### config.mk
export PLATFORM = sky130hd
export DESIGN_NAME = kmeans_centroid_update_flat
export DESIGN_NICKNAME = d
export VERILOG_FILES = /design/src/rtl/kmeans_centroid_update_if.sv /design/src/rtl/kmeans_centroid_update.sv /design/src/flat_wrapper.sv
export SDC_FILE = /design/constraint.sdc
export NUM_CORES = 1
export LEC_CHECK = 0
export CORE_MARGIN = 1
export CORE_UTILIZATION = 44
export CTS_CLUSTER_DIAMETER = 30
export DETAILED_ROUTE_END_ITERATION = 10
export HOLD_SLACK_MARGIN = 0.08
export PLACE_DENSITY_LB_ADDON = 0.12
export SLEW_MARGIN = 15
export SYNTH_ARGS = -nofsm -noshare
export SYNTH_HDL_FRONTEND = slang
export SYNTH_SLANG_ARGS = --single-unit
### constraint.sdc
create_clock -name CLK -period 13.65 [get_ports CLK]
set_input_delay 3.4125 -clock CLK [delete_from_list [all_inputs] [get_ports CLK]]
set_output_delay 3.4125 -clock CLK [all_outputs]
set_load 0.05 [all_outputs]
### src/rtl/kmeans_centroid_update_if.sv
// Point-in / centroid-out bundle for kmeans_centroid_update.
// master drives points and observes results; slave is the accumulator.
interface kmeans_centroid_update_if;
    logic       IN_VALID;
    logic [7:0] IN_X;
    logic [7:0] IN_Y;
    logic [1:0] IN_LABEL;
    logic       IN_LAST;
    logic       OUT_VALID;
    logic [7:0] OUT_DATA;
    logic       busy;

    modport master (
        output IN_VALID, IN_X, IN_Y, IN_LABEL, IN_LAST,
        input  OUT_VALID, OUT_DATA, busy
    );

    modport slave (
        input  IN_VALID, IN_X, IN_Y, IN_LABEL, IN_LAST,
        output OUT_VALID, OUT_DATA, busy
    );
endinterface

### src/rtl/kmeans_centroid_update.sv
// Accumulates labelled points per cluster, then computes floor-mean centroids with
// one shared 8-step restoring divider and streams x1,y1,x2,y2,x3,y3.
module kmeans_centroid_update #(
    parameter int unsigned NPTS_W = 10
) (
    input  logic                     CLK,
    input  logic                     RESET,
    kmeans_centroid_update_if.slave  bus
);
    localparam int unsigned SUM_W = 8 + NPTS_W;

    typedef enum logic [1:0] {ST_ACCUM, ST_DIV, ST_EMIT} state_t;

    state_t            r_state;
    logic [SUM_W-1:0]  r_sum_x  [0:2];
    logic [SUM_W-1:0]  r_sum_y  [0:2];
    logic [NPTS_W-1:0] r_cnt    [0:2];
    logic [7:0]        r_prev_x [0:2];
    logic [7:0]        r_prev_y [0:2];
    logic [7:0]        r_q      [0:5];
    logic [2:0]        r_slot;
    logic [2:0]        r_bit;
    logic [2:0]        r_emit;
    logic [SUM_W-1:0]  r_rem;
    logic [7:0]        r_quo;
    logic              r_out_valid;
    logic [7:0]        r_out_data;
    logic              r_busy;

    logic [1:0]        w_cl;
    logic [SUM_W-1:0]  w_sum;
    logic [SUM_W-1:0]  w_rem;
    logic [SUM_W-1:0]  w_div;
    logic [NPTS_W-1:0] w_cnt;
    logic [7:0]        w_prev;
    logic [7:0]        w_quo;
    logic              w_ge;

    assign bus.OUT_VALID = r_out_valid;
    assign bus.OUT_DATA  = r_out_data;
    assign bus.busy      = r_busy;

    // Slot s covers cluster s/2, coordinate x (even) or y (odd); bit 7 reloads the sum.
    always_comb begin
        w_cl   = r_slot[2:1];
        w_sum  = r_slot[0] ? r_sum_y[w_cl] : r_sum_x[w_cl];
        w_prev = r_slot[0] ? r_prev_y[w_cl] : r_prev_x[w_cl];
        w_cnt  = r_cnt[w_cl];
        w_rem  = (r_bit == 3'd7) ? w_sum : r_rem;
        w_div  = SUM_W'(w_cnt) << r_bit;
        w_ge   = (w_rem >= w_div);
        w_quo  = (r_bit == 3'd7) ? '0 : r_quo;
        if (w_ge) w_quo[r_bit] = 1'b1;
    end

    always_ff @(posedge CLK or posedge RESET) begin
        if (RESET) begin
            r_state     <= ST_ACCUM;
            r_slot      <= '0;
            r_bit       <= 3'd7;
            r_emit      <= '0;
            r_rem       <= '0;
            r_quo       <= '0;
            r_out_valid <= 1'b0;
            r_out_data  <= '0;
            r_busy      <= 1'b0;
            for (int unsigned k = 0; k < 3; k++) begin
                r_sum_x[k]  <= '0;
                r_sum_y[k]  <= '0;
                r_cnt[k]    <= '0;
                r_prev_x[k] <= '0;
                r_prev_y[k] <= '0;
            end
            for (int unsigned s = 0; s < 6; s++) r_q[s] <= '0;
        end else begin
            case (r_state)
                ST_ACCUM: begin
                    if (bus.IN_VALID) begin
                        if (bus.IN_LABEL != 2'd3 && r_cnt[bus.IN_LABEL] != '1) begin
                            r_sum_x[bus.IN_LABEL] <= r_sum_x[bus.IN_LABEL] + SUM_W'(bus.IN_X);
                            r_sum_y[bus.IN_LABEL] <= r_sum_y[bus.IN_LABEL] + SUM_W'(bus.IN_Y);
                            r_cnt[bus.IN_LABEL]   <= r_cnt[bus.IN_LABEL] + 1'b1;
                        end
                        if (bus.IN_LAST) begin
                            r_state <= ST_DIV;
                            r_busy  <= 1'b1;
                            r_slot  <= '0;
                            r_bit   <= 3'd7;
                        end
                    end
                end
                ST_DIV: begin
                    r_rem <= w_ge ? (w_rem - w_div) : w_rem;
                    r_quo <= w_quo;
                    r_bit <= r_bit - 1'b1;
                    if (r_bit == 3'd0) begin
                        r_q[r_slot] <= (w_cnt == '0) ? w_prev : w_quo;
                        if (r_slot == 3'd5) begin
                            // x1 is presented on the last divide edge so emission starts one cycle later.
                            r_state     <= ST_EMIT;
                            r_out_valid <= 1'b1;
                            r_out_data  <= r_q[0];
                            r_prev_x[0] <= r_q[0];
                            r_emit      <= 3'd1;
                        end else begin
                            r_slot <= r_slot + 1'b1;
                        end
                    end
                end
                ST_EMIT: begin
                    if (r_emit != 3'd6) begin
                        r_out_data <= r_q[r_emit];
                        if (r_emit[0]) r_prev_y[r_emit[2:1]] <= r_q[r_emit];
                        else           r_prev_x[r_emit[2:1]] <= r_q[r_emit];
                        r_emit <= r_emit + 1'b1;
                    end else begin
                        r_out_valid <= 1'b0;
                        r_busy      <= 1'b0;
                        r_state     <= ST_ACCUM;
                        for (int unsigned k = 0; k < 3; k++) begin
                            r_sum_x[k] <= '0;
                            r_sum_y[k] <= '0;
                            r_cnt[k]   <= '0;
                        end
                    end
                end
                default: r_state <= ST_ACCUM;
            endcase
        end
    end
endmodule

### src/flat_wrapper.sv
// flat-port wrapper written by rule: the top's interface ports become plain ports
module kmeans_centroid_update_flat 
#(
    parameter int unsigned NPTS_W = 10
)
  (CLK, RESET, bus_IN_VALID, bus_IN_X, bus_IN_Y, bus_IN_LABEL, bus_IN_LAST, bus_OUT_VALID, bus_OUT_DATA, bus_busy);
  kmeans_centroid_update_if bus_i ();
  input  logic CLK;
  input  logic RESET;
  input wire logic [$bits(bus_i.IN_VALID)-1:0] bus_IN_VALID;
  input wire logic [$bits(bus_i.IN_X)-1:0] bus_IN_X;
  input wire logic [$bits(bus_i.IN_Y)-1:0] bus_IN_Y;
  input wire logic [$bits(bus_i.IN_LABEL)-1:0] bus_IN_LABEL;
  input wire logic [$bits(bus_i.IN_LAST)-1:0] bus_IN_LAST;
  output wire logic [$bits(bus_i.OUT_VALID)-1:0] bus_OUT_VALID;
  output wire logic [$bits(bus_i.OUT_DATA)-1:0] bus_OUT_DATA;
  output wire logic [$bits(bus_i.busy)-1:0] bus_busy;
  assign bus_i.IN_VALID = bus_IN_VALID;
  assign bus_i.IN_X = bus_IN_X;
  assign bus_i.IN_Y = bus_IN_Y;
  assign bus_i.IN_LABEL = bus_IN_LABEL;
  assign bus_i.IN_LAST = bus_IN_LAST;
  assign bus_OUT_VALID = bus_i.OUT_VALID;
  assign bus_OUT_DATA = bus_i.OUT_DATA;
  assign bus_busy = bus_i.busy;
  kmeans_centroid_update #(.NPTS_W(NPTS_W)) u_core (.CLK(CLK), .RESET(RESET), .bus(bus_i));
endmodule
==> flow_metrics.py <==
metrics = {
    "final_layout": {
        "final_cells": 2338,
        "final_util_pct": 53.7,
        "n_fill_cell": 3324,
        "antenna_cells": 0,
        "drive_gt1_share_pct": 11.1,
        "seq_area_um2": 7040,
        "fin_nets": 1875,
        "multi_input_comb_area_um2": 8750,
        "area_growth_pct": 19.6,
    },
    "sta": {
        "worst-slew-pin-transition_ns": 1.22,
        "finClkSkew_ns": 0.0227,
        "hold_violations": 0,
        "finalSetupTns_ns": 0,
        "rsz0062_at_grt": "false",
        "setup_viol": 0,
        "finalCritPeriodShare_pct": 50.2,
        "drv_slew": 0,
        "relSlewSlack_pct": 18.6,
        "fmax_mhz": 146,
        "finalCriticalPeriod_ns": 6.85,
    },
    "routing": {
        "vias": 13700,
        "drtAntennaViolNets": 0,
        "viasPerCell": 5.87,
        "wl_per_cell_um": 20.8,
        "drt_iter0_drc": 988,
        "drc_errors": 0,
        "dr.pass1.iters": 8,
        "finalWirelength_um": 48700,
    },
    "synthesis": {
        "synthCells": 1795,
        "synth_edf_count": 0,
        "yosysUniqueCellTypes": 83,
        "netlist_area_um2": 16500,
        "synth_area_leaders": "dfrtp_1 42%, mux2i_1 8.3%, nand2_1 7.6%",
        "async_reset_ff_share_pct": 100,
        "synth_seq_cells": 281,
        "yosysWarnings": 0,
        "synth.avg_cell_area_um2": 9.20,
        "synth_fp_nets": 1864,
        "yosysMostFrequentCell": "nand2_1",
        "seq_area_frac_synth_pct": 42.6,
        "yosys_most_used_dff": "dfrtp_1",
        "yosysTopAreaCell": "dfrtp_1",
        "yosysTopAreaCellShare_pct": 42.1,
        "synth.top_cells.by_count": "335 x nand2_1, 278 x dfrtp_1, 251 x o21ai_0",
    },
    "setup_path": {
        "path_buf_inv": 3,
        "critPathTopFamily": "compound AO/OA/AOI/OAI gates",
        "start_kind": "input port",
        "critPathMaxStageDelay_ns": 0.52,
        "path_class": "in -> reg",
        "crit_slowest_cell": "buf_4",
        "crit_path_max_fanout": 53,
        "crit_arrival_ns": 7.26,
        "crit_required_ns": 14.06,
        "cp-end-kind": "register",
        "crit_chain": "buf_2 -> buf_4 -> and2b_2 -> buf_4 -> nand2_1 -> o21ai_0 -> ha_1 -> a211oi_1 -> nor2_1 -> o41a_1 -> a31oi_1 -> and3b_1 -> xnor2_1 -> o21ai_0",
    },
    "floorplan": {
        "core_area_um2": 36800,
        "die_h_um": 196,
        "dieArea_um2": 38300,
        "row_count": 70,
        "initial_core_util_pct": 44.9,
        "die_w_um": 196,
        "ios": 32,
    },
    "global_route": {
        "antenna_found_initial": 0,
        "grtUsageTotal_pct": 26.1,
        "grt_pass1_wl_um": 78000,
        "grt_max_degree": 95,
        "overflow": 0,
        "grt_pass1_vias": 13700,
    },
    "placement": {
        "placed_cells": 2193,
        "gp_congestion": 0.815,
        "portBuffers": 31,
        "dpl.hpwl_um": 30600,
    },
    "clock_tree": {
        "htree_levels": 3,
        "cts_setup_buffers": 0,
        "post_cts_resized": 0,
        "cts.sinks": 281,
        "clkTransAtPathRegs_ns": 0.04,
        "cts-buffers-inserted": 79,
        "clockRootBuffer": "clkbuf_16",
        "cts_buffer_depth": 3,
        "clk_latency_ns": 0.59,
        "cts_hold_buf": 0,
        "cts_tree": "built",
    },
    "power_and_ir_drop": {
        "cellLeakagePower_nw": 8.35,
        "pwr_density_cell_nw_per_um2": 250,
        "peakVddDrop_mv": 0.114,
        "p_total_mw": 4.94,
    },
    "hold_path": {
        "min_path_type": "reg -> reg",
    },
    "outcome": {
        "outcome": "finished clean",
    },
    "run": {
        "cap_violations": 0,
    },
}
==> cell usage in the layout (no fill, tap or decap), types with 14 or more instances in the layout <==
cell type        count
o211ai_1            22
ha_1                44
o31ai_1             28
nand2_1            333
mux2i_1            137
clkbuf_1            14
nor2_1              75
clkinv_2            14
buf_4               20
clkbuf_16           79
inv_1               23
o2bb2ai_1           32
mux2_2              22
a211oi_1            18
xor2_1              16
a21oi_1             76
o21ai_0            251
dfrtp_1            275
a22o_1              52
xnor2_1             32
nand3_1             40
clkdlybuf4s50_1     29
nor2b_1             21
==> where the power goes <==
| group | leakage (nW) | switching, mW | internal [mW] |
|---|---|---|---|
| logic | 3.23 | 1.15 | 0.698 |
| registers | 3.76 | 0.160 | 1.02 |
| clock network | 1.36 | 0.548 | 1.37 |
| total | 8.35 | 1.86 | 3.08 |
==> worst reg2reg max path: stages (launching register included) <==
cell	delay, ns
dfrtp_2	0.33
buf_4	0.57
nor2b_4	0.35
buf_4	0.68
a21oi_1	0.27
a211oi_1	0.71
a21o_1	0.17
ha_1	0.29
a211oi_1	0.24
inv_1	0.06
a211oi_1	0.52
o211ai_1	0.23
a31o_2	0.46
a21oi_1	0.57
o31ai_1	0.17
==> metal layers <==
layer | share of wire [%] | vias to the layer above | global-route usage (%)
met3 | 4.3 | 94 | 4.21
li1 | - | 6547 | -
met5 | 0 | - | 0
met4 | 3.1 | 0 | 9.95
met1 | 44 | 6711 | 33.6
met2 | 49 | 372 | 44.2
==> through the flow <==
| step | area, um^2 | setup WS [ns] | hold WS, ns |
|---|---|---|---|
| after floorplan | 16500 | 2.49 | 0.443 |
| final | 19700 | 6.80 | 0.471 |
| after detailed placement | 16900 | 6.18 | 0.466 |
| after CTS | 19700 | 6.82 | 0.475 |
| after global placement | 16900 | 6.25 | 0.456 |
| after global routing | 19700 | 6.50 | 0.495 |
==> sequential cells by signal (all words and copies together) (netlist names) <==
| signal | flops |
|---|---|
| u_core.r_cnt | 30 |
| u_core.r_rem | 18 |
| u_core.r_bit | 3 |
| u_core.r_quo | 8 |
| u_core.r_prev_y | 24 |
| u_core.r_prev_x | 24 |
| u_core.bus.busy | 1 |
| u_core.r_sum_y | 54 |
| u_core.bus.OUT_DATA | 8 |
| u_core.r_q | 48 |
| u_core.r_sum_x | 54 |
| u_core.r_state | 2 |
| u_core.r_emit | 3 |
| u_core.bus.OUT_VALID | 1 |
| u_core.r_slot | 3 |
==> cells by family after synthesis <==
group	Yosys count	share of synthesized area [%]
buffers and inverters	148	4.50
AO/OA/AOI/OAI	572	22.6
adder cells (fa/ha/maj)	47	3.70
AND/OR/NAND/NOR	540	14.2
multiplexers	159	9.81
XOR/XNOR	48	2.55
flip-flops	281	42.6
==> final timing paths <==
check	from	end	slack, ns	cells past startpoint
worst max-delay path	bus_IN_LABEL[1]	u_core.r_sum_y[15]$_DFFE_PP0P_	6.80	14
worst min-delay path	u_core.r_q[27]$_DFFE_PP0P_	u_core.r_q[27]$_DFFE_PP0P_	0.47	2
worst max register to register	u_core.r_slot[1]$_DFFE_PP0P_	u_core.r_q[16]$_DFFE_PP0P_	7.87	14
worst min register to register	u_core.r_q[27]$_DFFE_PP0P_	u_core.r_q[27]$_DFFE_PP0P_	0.47	2
max in group asynchronous	RESET	u_core.r_slot[2]$_DFFE_PP0P_	8.01	4
min in group asynchronous	RESET	u_core.r_prev_y[17]$_DFFE_PP0P_	3.34	2
==> final cells by class <==
| type | instances | share of cell area (%) |
|---|---|---|
| Multi-Input combinational cell | 1366 | 44.3 |
| Sequential cell | 281 | 35.7 |
| Clock buffer | 106 | 11.2 |
| Clock inverter | 39 | 2.99 |
| Tap cell | 468 | 2.97 |
| Timing Repair Buffer | 52 | 2.34 |
| Inverter | 26 | 0.532 |
(Power assumes the default switching activity.)
